**config.mk**
```make
export PLATFORM = sky130hd
export DESIGN_NAME = regfile_param
export DESIGN_NICKNAME = d
export VERILOG_FILES = /design/src/rtl/regfile_param.sv
export SDC_FILE = /design/constraint.sdc
export NUM_CORES = 1
export LEC_CHECK = 0
export ABC_AREA = 1
export BUFFER_PORTS_ARGS = -buffer_cell sky130_fd_sc_hd__buf_2
export CAP_MARGIN = 20
export CORE_MARGIN = 10
export CORE_UTILIZATION = 45
export DETAILED_ROUTE_END_ITERATION = 16
export PLACE_DENSITY = 0.72
export RECOVER_POWER = 25
export SKIP_LAST_GASP = 1
export SLEW_MARGIN = 10
export SYNTH_ARGS = -nofsm -noshare
export SYNTH_HDL_FRONTEND = slang
export SYNTH_SLANG_ARGS = --single-unit
```
**constraint.sdc**
```tcl
create_clock -name Clk -period 1.75 [get_ports Clk]
set_input_delay 0.175 -clock Clk [delete_from_list [all_inputs] [get_ports Clk]]
set_output_delay 0.175 -clock Clk [all_outputs]
set_load 0.005 [all_outputs]
```
**src/rtl/regfile_param.sv**
```systemverilog
// Parametrised two-read/one-write register file with registered reads, optional
// hardwired zero register, write-to-read bypass and a sequenced re-initialisation engine.
module regfile_param #(
  parameter int DATA_W   = 32,
  parameter int ADDR_W   = 2,
  parameter int ZERO_REG = 0,
  parameter int BYPASS   = 1
) (
  input  logic              Clk,
  input  logic              Reset,
  input  logic              RegWrite,
  input  logic [ADDR_W-1:0] WriteReg,
  input  logic [DATA_W-1:0] WriteData,
  input  logic [ADDR_W-1:0] ReadReg1,
  input  logic [ADDR_W-1:0] ReadReg2,
  output logic [DATA_W-1:0] ReadData1,
  output logic [DATA_W-1:0] ReadData2,
  input  logic              Clear,
  output logic              Busy,
  output logic              Done
);

  localparam int NREGS = 2 ** ADDR_W;
  localparam int CNT_W = ADDR_W + 1;

  typedef enum logic [1:0] {
    ST_IDLE = 2'd0,
    ST_INIT = 2'd1,
    ST_DONE = 2'd2
  } state_t;

  state_t             state_q, state_d;
  logic [CNT_W-1:0]   idx_q, idx_d;
  logic               init_we;
  logic [ADDR_W-1:0]  init_addr;
  logic               wr_acc;

  logic [DATA_W-1:0]  reg_q [NREGS];
  logic [DATA_W-1:0]  reg_d [NREGS];
  logic [ADDR_W-1:0]  rd_addr [2];
  logic [DATA_W-1:0]  rd_q [2];
  logic [DATA_W-1:0]  rd_d [2];

  // Value a register holds after reset or after the init sequence visits it.
  function automatic logic [DATA_W-1:0] init_val(input int unsigned i);
    if (ZERO_REG != 0 && i == 0) begin
      return '0;
    end
    return DATA_W'(i + 1);
  endfunction

  always_ff @(posedge Clk or negedge Reset) begin
    if (!Reset) begin
      state_q <= ST_IDLE;
      idx_q   <= '0;
    end else begin
      state_q <= state_d;
      idx_q   <= idx_d;
    end
  end

  always_comb begin
    state_d = state_q;
    idx_d   = idx_q;
    case (state_q)
      ST_IDLE: begin
        if (Clear) begin
          state_d = ST_INIT;
          idx_d   = '0;
        end
      end
      ST_INIT: begin
        idx_d = idx_q + 1'b1;
        if (idx_q == CNT_W'(NREGS - 1)) begin
          state_d = ST_DONE;
        end
      end
      ST_DONE: state_d = ST_IDLE;
      default: state_d = ST_IDLE;
    endcase
  end

  always_comb begin
    Busy    = 1'b0;
    Done    = 1'b0;
    init_we = 1'b0;
    case (state_q)
      ST_INIT: begin
        Busy    = 1'b1;
        init_we = 1'b1;
      end
      ST_DONE: Done = 1'b1;
      default: ;
    endcase
  end

  assign init_addr = idx_q[ADDR_W-1:0];
  // Writeback is locked out while the init engine owns the array.
  assign wr_acc = RegWrite && !Busy && !(ZERO_REG != 0 && WriteReg == '0);

  for (genvar gi = 0; gi < NREGS; gi++) begin : g_reg
    assign reg_d[gi] = (init_we && init_addr == ADDR_W'(gi)) ? init_val(gi) :
                       (wr_acc && WriteReg == ADDR_W'(gi))   ? WriteData    :
                                                               reg_q[gi];
  end

  always_ff @(posedge Clk or negedge Reset) begin
    if (!Reset) begin
      for (int i = 0; i < NREGS; i++) begin
        reg_q[i] <= init_val(i);
      end
    end else begin
      for (int i = 0; i < NREGS; i++) begin
        reg_q[i] <= reg_d[i];
      end
    end
  end

  assign rd_addr[0] = ReadReg1;
  assign rd_addr[1] = ReadReg2;

  // Init writes never reach the bypass path because wr_acc is low while Busy.
  for (genvar gi = 0; gi < 2; gi++) begin : g_rd
    assign rd_d[gi] = (ZERO_REG != 0 && rd_addr[gi] == '0)            ? '0        :
                      (BYPASS != 0 && wr_acc && WriteReg == rd_addr[gi]) ? WriteData :
                                                                          reg_q[rd_addr[gi]];
  end

  always_ff @(posedge Clk or negedge Reset) begin
    if (!Reset) begin
      rd_q[0] <= '0;
      rd_q[1] <= '0;
    end else begin
      rd_q[0] <= rd_d[0];
      rd_q[1] <= rd_d[1];
    end
  end

  assign ReadData1 = rd_q[0];
  assign ReadData2 = rd_q[1];

endmodule

```
======== Word level (Yosys, flattened, before mapping) ========
Cells that the tools add are included.
word-level totals
  word-level logic and storage cells ...... 71
  register bits ........................... 197
  RAM bits ................................ 0
  bits in latches ......................... 0
  memories ................................ 0
  memory bits (read-only) ................. 0
cells by class
  $mul .................................... 0
  equal/unequal tests ..................... 13
  reduce and logical (&&, ||, !) cells .... 22
  div/mod/pow operators ................... 0
  shift-type cells ........................ 0
  bitwise gates (word level) .............. 2
  add/subtract/negate cells ............... 1
  multiplexer cells ....................... 23
  order comparisons ....................... 2
operator list
  cell                                                       count
  2-to-1 mux 32 bit                                          14
  binary-select mux 32 bit (select 2 bit)                    2
  logical AND 1 bit                                          11
  equality test 2 bit (second input constant)                5
  nonzero test 2 bit                                         5
  equality test 2 x 1 -> 1 bit (second input constant)       3
  greater-or-equal comparator 3 bit (second input constant)  2
  zero test 2 bit                                            3
  inverter 2 -> 3 bit                                        2
  case mux 3 bit (2 select lines)                            1
  equality test 2 bit                                        2
  2-to-1 mux 2 bit                                           2
  != test 2 bit (second input constant)                      2
  case mux 2 bit (2 select lines)                            1
  AND reduction 2 bit                                        2
  adder 3 x 1 -> 3 bit (second input constant)               1
  equality test 3 x 2 -> 1 bit (second input constant)       1
  2-to-1 mux 3 bit                                           1
  2-to-1 mux 1 bit                                           2
  zero test 1 bit                                            1

======== Logic depth before layout (Yosys ltp) ========
  depth after elaboration ................. 7
  gate-level depth with buffers ........... 8
  gate-level depth less buffers ........... 6

======== Worst setup path before layout ========
No wires, ideal clock.
  path type ............................... register to register
  from .................................... register state_q[0]
  to ...................................... register rd_q (netlist bit ReadData2[10])
  data arrival time ....................... 1.144 ns
  stages on the path, launching flop included .. 8
  path slack .............................. 0.489 ns
  clock period less this slack ............ 1.261 ns
  setup time .............................. 0.117 ns
  buffers on the path ..................... 1
  cell sequence ........................... dfrtp_1 > inv_2 > nor2_4 > nor2_1 > nand3_1 > buf_2 > nand2_1 > nand2_1
RTL lines
  what                    line  text
  from (decl)             32    state_t state_q, state_d;
  from (signal assigned)  57    state_q <= state_d;
  to (decl)               41    logic [DATA_W-1:0] rd_q [2];

==> key figures <==
Clock network
  • Worst-path clk slew: 0.07 ns
  • Post-CTS sizing: 0
  • Post-CTS Setup Inserts: 0
  • Htree depth: 4
  • CTS root buf: clkbuf_16
  • Clock latency on the worst-skew pair: 0.43 ns
  • Clk sinks: 197
  • CTS tree: built
  • CTS buffer count: 17
  • Max clock buf depth: 2

Timing
  • Clock Skew: 0.00874 ns
  • Final period utilization: 0.888
  • Headroom to the max-slew limit: 0.325
  • # setup viols final: 0
  • Crit path time final: 1.55 ns
  • Final hold vios: 0
  • Unrepaired setup endpoints after global routing: no
  • Worst hold slack: 0.0119 ns
  • Setup_tns: 0 ns
  • Worst-Margin Slew: 1.01 ns
  • FMAX: 643 MHz
  • Final Max Tran Viols: 0
  • Worst setup margin: 0.196 ns

Setup path
  • Critical path arrival: 1.92 ns
  • Critical path class: reg2reg
  • Required @ worst endpoint: 2.12 ns
  • Endpoint type of the worst setup path: flop
  • Startpoint types: flop
  • Crit Path Max Fanout: 32
  • Reg2reg setup slack: 0.20 ns
  • R2R cell count: 7
  • FF-to-FF Start: state_q[0]
  • Reg2reg end: ReadData2[14]

Logic synthesis
  • Yosys synthesis warning count: 0
  • Main flop type after synthesis: dfrtp_1
  • Top post-synthesis cells by area: dfrtp_1 47%, nand2_1 18%, nand3_1 16%, inv_1 6.2%, o21ai_0 4.5%
  • Syn nets: 1,477
  • Syn_area_per_cell: 7.21 sq um
  • Yosys top cell area share: 0.466
  • Gate Count Post-Synth: 1,430
  • Cell Area, Synth: 10,300 sq um
  • Top post-synthesis cells by count: 487 x nand2_1, 322 x nand3_1, 192 x dfrtp_1
  • Most common cell in the netlist: nand2_1
  • Yosys top cell by area: dfrtp_1
  • Unique masters post-synth: 20
  • Asr flop ratio synth: 1.00
  • Sequential share of the synthesized area: 0.479
  • #FFs+latches synth: 197
  • EDFF count, synth: 0

Placed design
  • Place WS: 0.208 ns
  • Dpl hpwl: 18.7 mm
  • RePlAce Congestion: 0.829
  • # placed instances: 1,760
  • Port Buffers: 107

Routing
  • DR iter-0 viols: 1,041
  • DRC errors left: 0
  • Vias/cell: 5.47
  • Drt first pass iters: 7
  • WL final: 31.8 mm
  • Via count: 9,850
  • Post-route ant nets: 0
  • Routed WL per cell: 17.6 um

Outcome
  • Status: finished, final reports clean

Run
  • MaxCap Viol Count: 0

Global route
  • Vias in the first global route: 9,702
  • Overall routing resource usage: 0.222
  • Pin count of the biggest net entering global routing: 70
  • Antenna violations before repair: 1
  • Remaining Overflow, GRT: 0
  • First-pass GRT wire length: 51.5 mm

Hold path
  • WHS Path Cells: 3
  • Hold path endpoint: ReadData2[23]
  • Hold path start: WriteData[23]
  • Worst min path class: in2reg

Floorplan
  • Die Y: 171 um
  • Core area: 22,600 sq um
  • Die ar.: 29,400 sq um
  • Die W: 171 um
  • I/O pin cnt: 108
  • Starting Density: 0.457
  • Row cnt: 55

Final layout
  • Nets@finish: 1,551
  • Diodes inserted: 0
  • Area growth, synth to finish: 15.4%
  • Final non-filler cell total: 1,802
  • Layout cells sized above 1: 0.128

Pwr
  • Worst vdd ir: 0.631 mV
  • Leak pwr: 6.57 nW
  • Power per cell area: 1390 nW/um^2
critical path, stage by stage, from the launching register on:
cell	delay, ns
dfrtp_1	0.44
inv_2	0.06
nor2_4	0.16
nor2_1	0.12
nand3_1	0.08
buf_4	0.42
nand2_1	0.10
nand2_1	0.10
routing by layer:
layer | GRT usage | share of wire
met5 | 0 | 0
met4 | 0.0843 | 0.025
met3 | 0.0497 | 0.087
met2 | 0.367 | 0.49
met1 | 0.278 | 0.40
through the flow:
step	total power, mW	utilization	area (sq um)
global route	17.7	0.527	11900
CTS	16.6	0.528	11900
detailed placement	12.6	0.498	11200
finish	16.5	0.527	11900
global placement	12.4	0.498	11200
floorplan	10.4	-	10300
how the worst max path moves through the flow:
stage,cells past startpoint,end,slack (ns),start
after floorplan,7,ReadData2[10],0.49,state_q[0]
after global placement,7,ReadData2[5],0.29,state_q[0]
after detailed placement,7,ReadData2[1],0.21,state_q[0]
after CTS,7,ReadData2[22],0.20,state_q[0]
after global routing,7,ReadData2[25],0.06,state_q[0]
final,7,ReadData2[14],0.20,state_q[0]
flip-flops by register name, summed over array words and instances, names as in the netlist:
register and flops:
reg_q 128, ReadData2 32, ReadData1 32, state_q 2
idx_q 3
cell families after synthesis:
group / share of synthesized area
and+or+nand+nor: 0.347
AOI/OAI and AO/OA: 0.0623
adders and majority gates: 0.00607
buffers and inverters: 0.106
DFF: 0.479
area by class of cell:
class                   instances  area [sq um]
clock buffers                  19           443
clock inverters                13           145
fillers                      2126         10700
inverters                     174           653
multi-input cells             961          4280
flip-flops and latches        197          4940
well taps                     285           357
repair buffers                153          1080
placed cells by master (no fill, tap or decap), drive strengths merged:
cell type    Yosys  final
nand2          491    491
dfstp            5      5
inv            174    178
o21ai          126    126
clkinvlp         0      1
dlygate4sd3      0     10
clkbuf          36     20
buf             62    142
clkinv           0      6
and2             1      1
ha               5      5
nor2             9      9
nand3          327    327
a21oi            1      1
o22ai            1      1
bufinv           0      2
dfrtp          192    192
power by group:
group	switching, mW	internal (mW)
Clock	1.81	2.17
Sequential	0.725	6.09
Combinational	3.65	2.07
what timing repair did:
action | CTS | global route
hold buffers | 10 | 0
setup endpoints to repair | 0 | 0
hold endpoints to repair | 204 | 0
Power figures use the tool's default switching activity.
